<file path="src/rtl/seg7_pkg.sv">
// Shared constants and types for the 8-digit 7-segment trace display.
// Segment patterns are active-low with bit 0 = segment CA.
package seg7_pkg;

    localparam logic [6:0] SEG_BLANK = 7'h7F;
    localparam logic [7:0] AN_NONE   = 8'hFF;

    typedef logic [2:0] digit_idx_t;

    localparam logic [6:0] HEX2SEG [16] = '{
        7'h40, 7'h79, 7'h24, 7'h30, 7'h19, 7'h12, 7'h02, 7'h78,
        7'h00, 7'h10, 7'h08, 7'h03, 7'h46, 7'h21, 7'h06, 7'h0E
    };

endpackage

</file>
<file path="src/rtl/seg7_trace_display_if.sv">
// Trace-in / display-out bundle. The master side supplies the CPU trace and raw controls;
// the slave side (the display block) drives the anodes, segments and mode flag.
interface seg7_trace_display_if;

    logic [31:0] pc;
    logic [31:0] inst;
    logic        sel_btn;
    logic        freeze;
    logic [7:0]  an;
    logic [6:0]  seg;
    logic        dp;
    logic        show_inst;

    modport master (
        output pc, inst, sel_btn, freeze,
        input  an, seg, dp, show_inst
    );

    modport slave (
        input  pc, inst, sel_btn, freeze,
        output an, seg, dp, show_inst
    );

endinterface

</file>
<file path="src/rtl/seg7_debounce.sv">
// Two-flop synchroniser followed by a stable-time debouncer for one raw switch/button.
// rise pulses for one cycle on the cycle level goes 0 -> 1.
module seg7_debounce #(
    parameter int CLK_HZ      = 100_000_000,
    parameter int DEBOUNCE_MS = 10
) (
    input  logic clk_in,
    input  logic reset,
    input  logic raw,
    output logic level,
    output logic rise
);

    localparam int DB_CYC = (CLK_HZ / 1000) * DEBOUNCE_MS;
    localparam int CW     = $clog2(DB_CYC + 1);
    localparam logic [CW-1:0] CNT_LAST = CW'(DB_CYC - 1);

    logic          sync1;
    logic          sync2;
    logic [CW-1:0] cnt;

    // Counter tracks how long the synchronised input has disagreed with level.
    always_ff @(posedge clk_in) begin
        if (!reset) begin
            sync1 <= 1'b0;
            sync2 <= 1'b0;
            level <= 1'b0;
            rise  <= 1'b0;
            cnt   <= '0;
        end else begin
            sync1 <= raw;
            sync2 <= sync1;
            rise  <= 1'b0;
            if (sync2 == level) begin
                cnt <= '0;
            end else if (cnt == CNT_LAST) begin
                level <= sync2;
                rise  <= sync2;
                cnt   <= '0;
            end else begin
                cnt <= cnt + CW'(1);
            end
        end
    end

endmodule

</file>
<file path="src/rtl/seg7_trace_display.sv">
// Multiplexed 8-digit hex display of the CPU pc/inst trace with mode toggle and freeze snapshot.
// Optional SEG7_HEARTBEAT_EN: digit-0 decimal point blinks whenever the captured pc changes.
module seg7_trace_display
    import seg7_pkg::*;
#(
    parameter int CLK_HZ      = 100_000_000,
    parameter int SCAN_HZ     = 1000,
    parameter int DEBOUNCE_MS = 10,
    parameter int BLANK_CYC   = 2
) (
    input  logic                 clk_in,
    input  logic                 reset,
    seg7_trace_display_if.slave  bus
);

    localparam int SCAN_DIV = CLK_HZ / SCAN_HZ;
    localparam int PW       = $clog2(SCAN_DIV);
    localparam logic [PW-1:0] PRE_LAST  = PW'(SCAN_DIV - 1);
    localparam logic [PW-1:0] PRE_BLANK = PW'(BLANK_CYC);

    logic          sel_level, sel_rise;
    logic          frz_level, frz_rise;
    logic          unused_ok;

    logic          show_inst_q;
    logic [31:0]   cap_pc, cap_inst;
    logic [PW-1:0] pre, pre_nxt;
    digit_idx_t    idx, idx_nxt;
    logic [31:0]   disp;
    logic [3:0]    nib;
    logic [7:0]    an_q, an_nxt;
    logic [6:0]    seg_q, seg_nxt;
    logic          dp_q, dp_nxt;

    seg7_debounce #(.CLK_HZ(CLK_HZ), .DEBOUNCE_MS(DEBOUNCE_MS)) u_sel_db (
        .clk_in (clk_in),
        .reset  (reset),
        .raw    (bus.sel_btn),
        .level  (sel_level),
        .rise   (sel_rise)
    );

    seg7_debounce #(.CLK_HZ(CLK_HZ), .DEBOUNCE_MS(DEBOUNCE_MS)) u_frz_db (
        .clk_in (clk_in),
        .reset  (reset),
        .raw    (bus.freeze),
        .level  (frz_level),
        .rise   (frz_rise)
    );

    assign unused_ok = &{1'b0, sel_level, frz_rise};

    always_ff @(posedge clk_in) begin
        if (!reset) begin
            show_inst_q <= 1'b0;
            cap_pc      <= '0;
            cap_inst    <= '0;
            pre         <= '0;
            idx         <= '0;
            an_q        <= AN_NONE;
            seg_q       <= SEG_BLANK;
            dp_q        <= 1'b1;
        end else begin
            if (sel_rise) show_inst_q <= ~show_inst_q;
            if (!frz_level) begin
                cap_pc   <= bus.pc;
                cap_inst <= bus.inst;
            end
            pre   <= pre_nxt;
            idx   <= idx_nxt;
            an_q  <= an_nxt;
            seg_q <= seg_nxt;
            dp_q  <= dp_nxt;
        end
    end

`ifdef SEG7_HEARTBEAT_EN
    logic        hb;
    logic [31:0] cap_pc_prev;

    always_ff @(posedge clk_in) begin
        if (!reset) begin
            hb          <= 1'b0;
            cap_pc_prev <= '0;
        end else begin
            cap_pc_prev <= cap_pc;
            if (cap_pc != cap_pc_prev) hb <= ~hb;
        end
    end
`endif

    // Outputs are registered from the next scan position so an/seg/dp line up with idx/pre.
    always_comb begin
        pre_nxt = (pre == PRE_LAST) ? '0 : pre + PW'(1);
        idx_nxt = (pre == PRE_LAST) ? idx + 3'd1 : idx;
        disp    = show_inst_q ? cap_inst : cap_pc;
        nib     = disp[{idx_nxt, 2'b00} +: 4];
        seg_nxt = HEX2SEG[nib];
        an_nxt  = AN_NONE;
        if (pre_nxt >= PRE_BLANK) an_nxt[idx_nxt] = 1'b0;
        dp_nxt  = 1'b1;
        if (idx_nxt == 3'd7 && frz_level) dp_nxt = 1'b0;
`ifdef SEG7_HEARTBEAT_EN
        if (idx_nxt == 3'd0) dp_nxt = ~hb;
`endif
    end

    assign bus.an        = an_q;
    assign bus.seg       = seg_q;
    assign bus.dp        = dp_q;
    assign bus.show_inst = show_inst_q;

endmodule
</file>
<file path="src/flat_wrapper.sv">
// flat-port wrapper written by rule: the top's interface ports become plain ports
module seg7_trace_display_flat import seg7_pkg::*;
#(
    parameter int CLK_HZ      = 100_000_000,
    parameter int SCAN_HZ     = 1000,
    parameter int DEBOUNCE_MS = 10,
    parameter int BLANK_CYC   = 2
)
  (clk_in, reset, bus_pc, bus_inst, bus_sel_btn, bus_freeze, bus_an, bus_seg, bus_dp, bus_show_inst);
  seg7_trace_display_if bus_i ();
  input  logic clk_in;
  input  logic reset;
  input wire logic [$bits(bus_i.pc)-1:0] bus_pc;
  input wire logic [$bits(bus_i.inst)-1:0] bus_inst;
  input wire logic [$bits(bus_i.sel_btn)-1:0] bus_sel_btn;
  input wire logic [$bits(bus_i.freeze)-1:0] bus_freeze;
  output wire logic [$bits(bus_i.an)-1:0] bus_an;
  output wire logic [$bits(bus_i.seg)-1:0] bus_seg;
  output wire logic [$bits(bus_i.dp)-1:0] bus_dp;
  output wire logic [$bits(bus_i.show_inst)-1:0] bus_show_inst;
  assign bus_i.pc = bus_pc;
  assign bus_i.inst = bus_inst;
  assign bus_i.sel_btn = bus_sel_btn;
  assign bus_i.freeze = bus_freeze;
  assign bus_an = bus_i.an;
  assign bus_seg = bus_i.seg;
  assign bus_dp = bus_i.dp;
  assign bus_show_inst = bus_i.show_inst;
  seg7_trace_display #(.CLK_HZ(CLK_HZ), .SCAN_HZ(SCAN_HZ), .DEBOUNCE_MS(DEBOUNCE_MS), .BLANK_CYC(BLANK_CYC)) u_core (.clk_in(clk_in), .reset(reset), .bus(bus_i));
endmodule
</file>
<file path="config.mk">
export PLATFORM = sky130hd
export DESIGN_NAME = seg7_trace_display_flat
export DESIGN_NICKNAME = d
export VERILOG_FILES = /design/src/rtl/seg7_pkg.sv /design/src/rtl/seg7_trace_display_if.sv /design/src/rtl/seg7_debounce.sv /design/src/rtl/seg7_trace_display.sv /design/src/flat_wrapper.sv
export SDC_FILE = /design/constraint.sdc
export NUM_CORES = 1
export LEC_CHECK = 0
export BUFFER_PORTS_ARGS = -buffer_cell sky130_fd_sc_hd__buf_4
export CELL_PAD_IN_SITES_DETAIL_PLACEMENT = 1
export CELL_PAD_IN_SITES_GLOBAL_PLACEMENT = 1
export CORE_UTILIZATION = 49
export CTS_BUF_LIST = sky130_fd_sc_hd__clkbuf_4
export DETAILED_ROUTE_END_ITERATION = 10
export HOLD_SLACK_MARGIN = 0.03
export PLACE_DENSITY = 0.89
export SETUP_SLACK_MARGIN = 0.15
export SYNTH_ARGS = -nofsm -noshare
export SYNTH_HDL_FRONTEND = slang
export SYNTH_SLANG_ARGS = --single-unit
</file>
<file path="constraint.sdc">
create_clock -name clk_in -period 8 [get_ports clk_in]
set_input_delay 0 -clock clk_in [delete_from_list [all_inputs] [get_ports clk_in]]
set_output_delay 0 -clock clk_in [all_outputs]
set_load 0.02 [all_outputs]
</file>
* After elaboration in Yosys (flattened, before gate mapping)
Memories as Yosys holds them, arrays and structs flattened. A register that Yosys moved wholly into a read port is not among the register bits.
Cells that the tools add are included.
** Operators by class
- Muxes and demuxes :: 6
- Shift-type cells :: 1
- Add/sub/neg operators :: 4
- Reductions and logical operators :: 9
- Bitwise operators :: 7
- Equal/unequal tests :: 6
- Magnitude comparators :: 3
** Operator list (number)
- $add A20 B1 Y20 const B :: 2
- $eq A20 B20 Y1 const B :: 2
- $mux W32 :: 1
- $shiftx A32 B6 Y4 :: 1
- $add A17 B1 Y17 const B :: 1
- $eq A17 B17 Y1 const B :: 1
- $ge A17 B2 Y1 const B :: 1
- $mux W17 :: 1
- $reduce_or A3 Y1 :: 3
- $not A8 Y8 :: 1
- $reduce_and A2 Y1 :: 3
- $not A1 Y1 :: 5
- $not A4 Y5 :: 1
- $lt A3 B4 Y1 const B :: 1
- $add A3 B1 Y3 const B :: 1
- $demux W1 S3 :: 1
- $eq A3 B3 Y1 const B :: 1
- $ge A3 B1 Y1 const B :: 1
- $mux W3 :: 1
- $eq A1 B1 Y1 :: 2
- $logic_and A1 B1 Y1 :: 2
- $mux W1 :: 2
- $logic_not A1 Y1 :: 1
** Word-level totals
- Memories :: 1
- Input port bits :: 68
- Word-level logic and storage cells :: 53
- Register bits :: 141
- Output and inout port bits :: 17
- Bits in read-only memories :: 112
** Memory list
- (no name shown) :: depth 16, bits a word 7, rd ports 1, clocked after memory_dff 1, wr ports 0, RTL line seg7_trace_display.sv:98 : seg_nxt = HEX2SEG[nib];

* Longest topological paths before layout
- Word-level depth :: 7
- Depth in mapped cells :: 16
- Mapped depth without buffers :: 14

* Modules after synthesis
Synthesis repeated with hierarchy kept, for this count alone.
** Second synthesis, totals
- Cell total of the unflattened synthesis :: 700
- Area total of the unflattened synthesis :: 6730.2 sq um
** By module, submodules not included
- seg7_trace_display :: instances 1, area each 4593.2 sq um, seq. area each 2021.9 sq um, cells an instance 468
- seg7_debounce :: instances 2, area each 1068.5 sq um, seq. area each 480.5 sq um, cells an instance 116

* Least setup slack after synthesis
OpenSTA, ideal clock, no wires.
- Path kind :: flip-flop to flip-flop
- From :: register u_core.pre[11]
- To :: register u_core.seg_q[5], in the netlist u_core.bus.seg[5]
- Path slack :: 4.411 ns
- Required time :: 7.854 ns
- Setup time :: 0.146 ns
- Path buffers :: 2
- Clock period less this slack :: 3.589 ns
- Data arrival time :: 3.443 ns
- Cell stages (with the launch flop) :: 16
- Path through :: dfxtp_1 > buf_6 > or4b_4 > nor4_4 > xnor2_1 > clkbuf_1 > mux2_2 > o211ai_1 > nand4_1 > nor2_1 > inv_1 > ha_1 > inv_1 > a311o_1 > a21boi_1 > o221ai_1
** On the way
- Word-level cells in the longest chain between the ends :: 4
** Ends and longest elaborated chain
- from (decl) :: RTL line seg7_trace_display.sv:27 : logic [PW-1:0] pre, pre_nxt;
- from (signal assigned) :: RTL line seg7_trace_display.sv:69 : pre <= pre_nxt;
- $eq A17 B17 Y1 :: RTL line seg7_trace_display.sv:95 : idx_nxt = (pre == PRE_LAST) ? idx + 3'd1 : idx;
- $mux W3 :: RTL line seg7_trace_display.sv:95
- $shiftx A32 B6 Y4 :: RTL line seg7_trace_display.sv:97 : nib = disp[{idx_nxt, 2'b00} +: 4];
- $not A4 Y5 (not written as such) :: RTL line seg7_trace_display.sv:98
- to (decl) :: RTL line seg7_trace_display.sv:32 : logic [6:0] seg_q, seg_nxt;
No other way between the ends.
A chain may end at the register's enable or synchronous reset.

* Worst setup path after layout
- From :: register u_core.pre[0]
- To :: register u_core.seg_q[3], in the netlist u_core.bus.seg[3]
The elaborated chain is that of the path after synthesis.

==> metrics.md <==
| Metric | Value |
|---|---|
| Routed vias | 6686 |
| Clock root cell | clkbuf_4 |
| Share of cells above drive strength 1 | 0.150 |
| WS Path Type | flop to flop |
| Hold Startpoint | bus_inst[20] |
| P per Cell Area | 165 nW/um^2 |
| Top_reg_cell synth | dfxtp_1 |
| Synth top area cells | dfxtp_1 42%, mux2i_1 12%, nor2_1 7.7% |
| Largest net degree at the start of global routing | 78 |
| Post-detail-place hpwl | 13800 microns |
| CP Launch Point | u_core.pre[0] |
| Initial antenna violation count | 2 |
| Maxcap violations | 0 |
| Minimum clock period | 4.50 ns |
| Final clock period utilization by the worst path | 0.562 |
| Synth-to-Final Area Change | 24.4% |
| Ports | 85 |
| Cell count after synthesis | 787 |
| Most frequent cell after synthesis | dfxtp_1 |
| Vias in the first global route | 6972 |
| ANT nets after route | 0 |
| Drt total wl | 24400 microns |
| FFs w/ async S/R, synth | 0 |
| Sequential share of power | 0.544 |
| Tot GR Track Use | 0.340 |
| Critical path arrival | 5.03 ns |
| Switch Pwr | 386 uW |
| Post-CTS Setup Inserts | 0 |
| Number of CTS-inserted buffers | 17 |
| Worst-Skew Late Latency | 0.58 ns |
| Die span in x | 121 microns |
| Avg Inst Size Synth | 8.87 sq um |
| Internal Power | 1.05 mW |
| Clock-pin slew on the worst setup and hold paths | 0.14 ns |
| Reg2Reg Setup Slack | 3.50 ns |
| Hold Path Stages | 4 |
| CP Launch Type | flop |
| Syn Std Cell Area | 6980 sq um |
| First-pass GRT wire length | 37600 microns |
| Max IR drop VDD | 0.0997 mV |
| Netlist cell types | 57 |
| Combinational power share | 0.102 |
| Relative slew slack | 0.205 |
| Switching share of power | 0.269 |
| Initial Util | 0.503 |
| YS warnings | 0 |
| Number of synthesized flops with an enable pin | 0 |
| Iteration-0 DRC Markers | 421 |
| TritonRoute pass-1 iters | 6 |
| Routability Congestion | 0.849 |
| Worst Skew | 0.0235 ns |
| Finish-stage setup viols | 0 |
| Final hold violation count | 0 |
| Full die area | 14700 sq um |
| WHS Endpoint | u_core.cap_inst[20] |
| HP Class | input port to flop |
| Die H | 121 microns |
| Worst endpoint required time | 8.53 ns |
| Largest area contributor in the netlist | dfxtp_1 |
| Routed WL per cell | 21.9 microns |
| Cells on worst reg2reg path | 14 |
| Worst reg2reg endpoint | u_core.bus.seg[3] |
| Htree depth | 4 |
| Nets | 996 |
| Clk buf depth | 2 |
| Yosys top cell area share | 0.424 |
| Slew @ Worst Pin | 1.19 ns |
| Pleak | 3.23 nW |
| Worst r2r src | u_core.pre[0] |
| Synth Net Count | 864 |
| Status | finished clean |
| Post-cts resize count | 0 |
| Clock share of power | 0.354 |
| Total negative setup slack | 0 ns |
| Fmax | 222 MHz |
| Commonest cells post-synth | 148 x dfxtp_1, 143 x nor2_1, 81 x mux2i_1 |
| Drc violations | 0 |
| RSZ-0062 raised after global routing | false |
| Num Clock Sinks | 148 |
| WHS | 0.214 ns |
| PortBufs | 84 |
| Row count | 43 |
| CP endpoint kind | flop |
| Pins Over Slew Limit | 0 |
| Clock tree from TritonCTS | done |
| Global route overflow | 0 |
| Worst Path Max Fanout | 21 |
| FF+latch count, synth | 148 |
| Core area | 13900 sq um |
| DR vias/cell | 6.01 |
| Sequential-to-total area share from yosys stat | 0.424 |
## state kept, by name, indices dropped and copies added (netlist names)
name and flops:
u_core.cap_inst 32, u_core.cap_pc 32, u_core.u_frz_db.cnt 20, u_core.u_sel_db.cnt 20
u_core.pre 17, u_core.bus.an 8, u_core.bus.seg 7, u_core.idx 3
u_core.bus.dp 1, u_core.bus.show_inst 1, u_core.u_frz_db.level 1, u_core.u_frz_db.sync1 1
u_core.u_frz_db.sync2 1, u_core.u_sel_db.level 1, u_core.u_sel_db.rise 1, u_core.u_sel_db.sync1 1
u_core.u_sel_db.sync2 1
## per-stage QoR
stage          instance area, sq um   util  worst slack, ns  instances  power, mW
6_report                       8690  0.626             3.50       1113       1.44
5_1_grt                        8690  0.626             3.31       1113       1.48
4_1_cts                        8680  0.626             3.90       1111       1.41
3_5_place_dp                   7700  0.555             3.94       1011      0.901
3_3_place_gp                   7700  0.555             4.23       1011      0.894
2_1_floorplan                  6980      -             4.41        787      0.845
## cells in the final DEF, fill, tap and decap left out, drive strengths merged, types with 4 or more instances in the layout
cell         synthesis  final
dfxtp              148    148
nor2               143    143
buf                 16     90
mux2i               81     81
dlygate4sd3          0     69
nand2               57     57
xor2                33     33
nand3               31     31
xnor2               26     26
nor3                23     23
or3                 18     18
clkbuf              30     17
inv                 16     17
a21oi               16     16
and3                16     16
o21ai               16     16
nor4                13     13
mux2                10     10
nand4                9      9
ha                   9      9
a31oi                9      9
clkinv               1      9
and2                 8      8
a311oi               6      6
a311o                5      5
mux4                 4      4
## area by class of cell
class                   instances  area, sq um
clock inverters                14          163
fillers                      1580         5190
well taps                     180          225
flip-flops and latches        148         2970
repair buffers                159         1370
multi-input cells             576         3770
diodes                          2         5.00
clock buffers                  17          128
inverters                      17         63.8
## power by group through the flow
stage	Combinational, mW	Sequential, mW	Clock [mW]
after global routing	0.155	0.783	0.543
after global placement	0.101	0.793	0
after detailed placement	0.107	0.794	0
after CTS	0.135	0.778	0.502
after floorplan	0.0528	0.792	0
final	0.146	0.781	0.509
## what timing repair did
action / 4_1_cts / 5_1_grt
hold buffers: 69 / 0
hold endpoints to repair: 80 / 0
setup endpoints to repair: 0 / 0
## worst max-delay path by stage
| stage | endpoint | depth (start not counted) |
|---|---|---|
| after global routing | u_core.bus.seg[5] | 13 |
| after CTS | u_core.bus.seg[6] | 13 |
| after floorplan | u_core.bus.seg[5] | 15 |
| after global placement | u_core.bus.seg[5] | 15 |
| after detailed placement | u_core.bus.seg[6] | 13 |
| final | u_core.bus.seg[3] | 14 |
## cell families (layout without fill, tap and decap cells)
| logic type | Yosys count | in the layout | share of synthesized area |
|---|---|---|---|
| other cells | 0 | 2 | 0 |
| flops | 148 | 148 | 0.424 |
| simple gates | 337 | 337 | 0.229 |
| xor+xnor | 59 | 59 | 0.0740 |
| buf+inv | 63 | 207 | 0.0357 |
| fa+ha+maj | 9 | 9 | 0.0161 |
| compound gates | 76 | 76 | 0.0761 |
| mux | 95 | 95 | 0.145 |
## worst max-delay path, stage by stage, from the launching register on
cell	delay [ns]
dfxtp_1	0.42
ha_1	0.35
nand4_1	0.30
nor4_4	0.33
buf_4	0.32
xnor2_1	0.54
nand2_1	0.31
a311oi_1	0.42
o21bai_1	0.15
and2_1	0.25
inv_1	0.12
ha_1	0.23
inv_1	0.11
mux4_2	0.49
nand2_1	0.11
## routing by layer
layer | vias up | GRT usage | wire (microns)
met5 | - | 0 | 0
met4 | 0 | 0.194 | 1320
met3 | 98 | 0.0761 | 1380
met2 | 303 | 0.611 | 12500
met1 | 3280 | 0.364 | 9180
li1 | 3005 | - | -
Power figures use the tool's default switching activity.
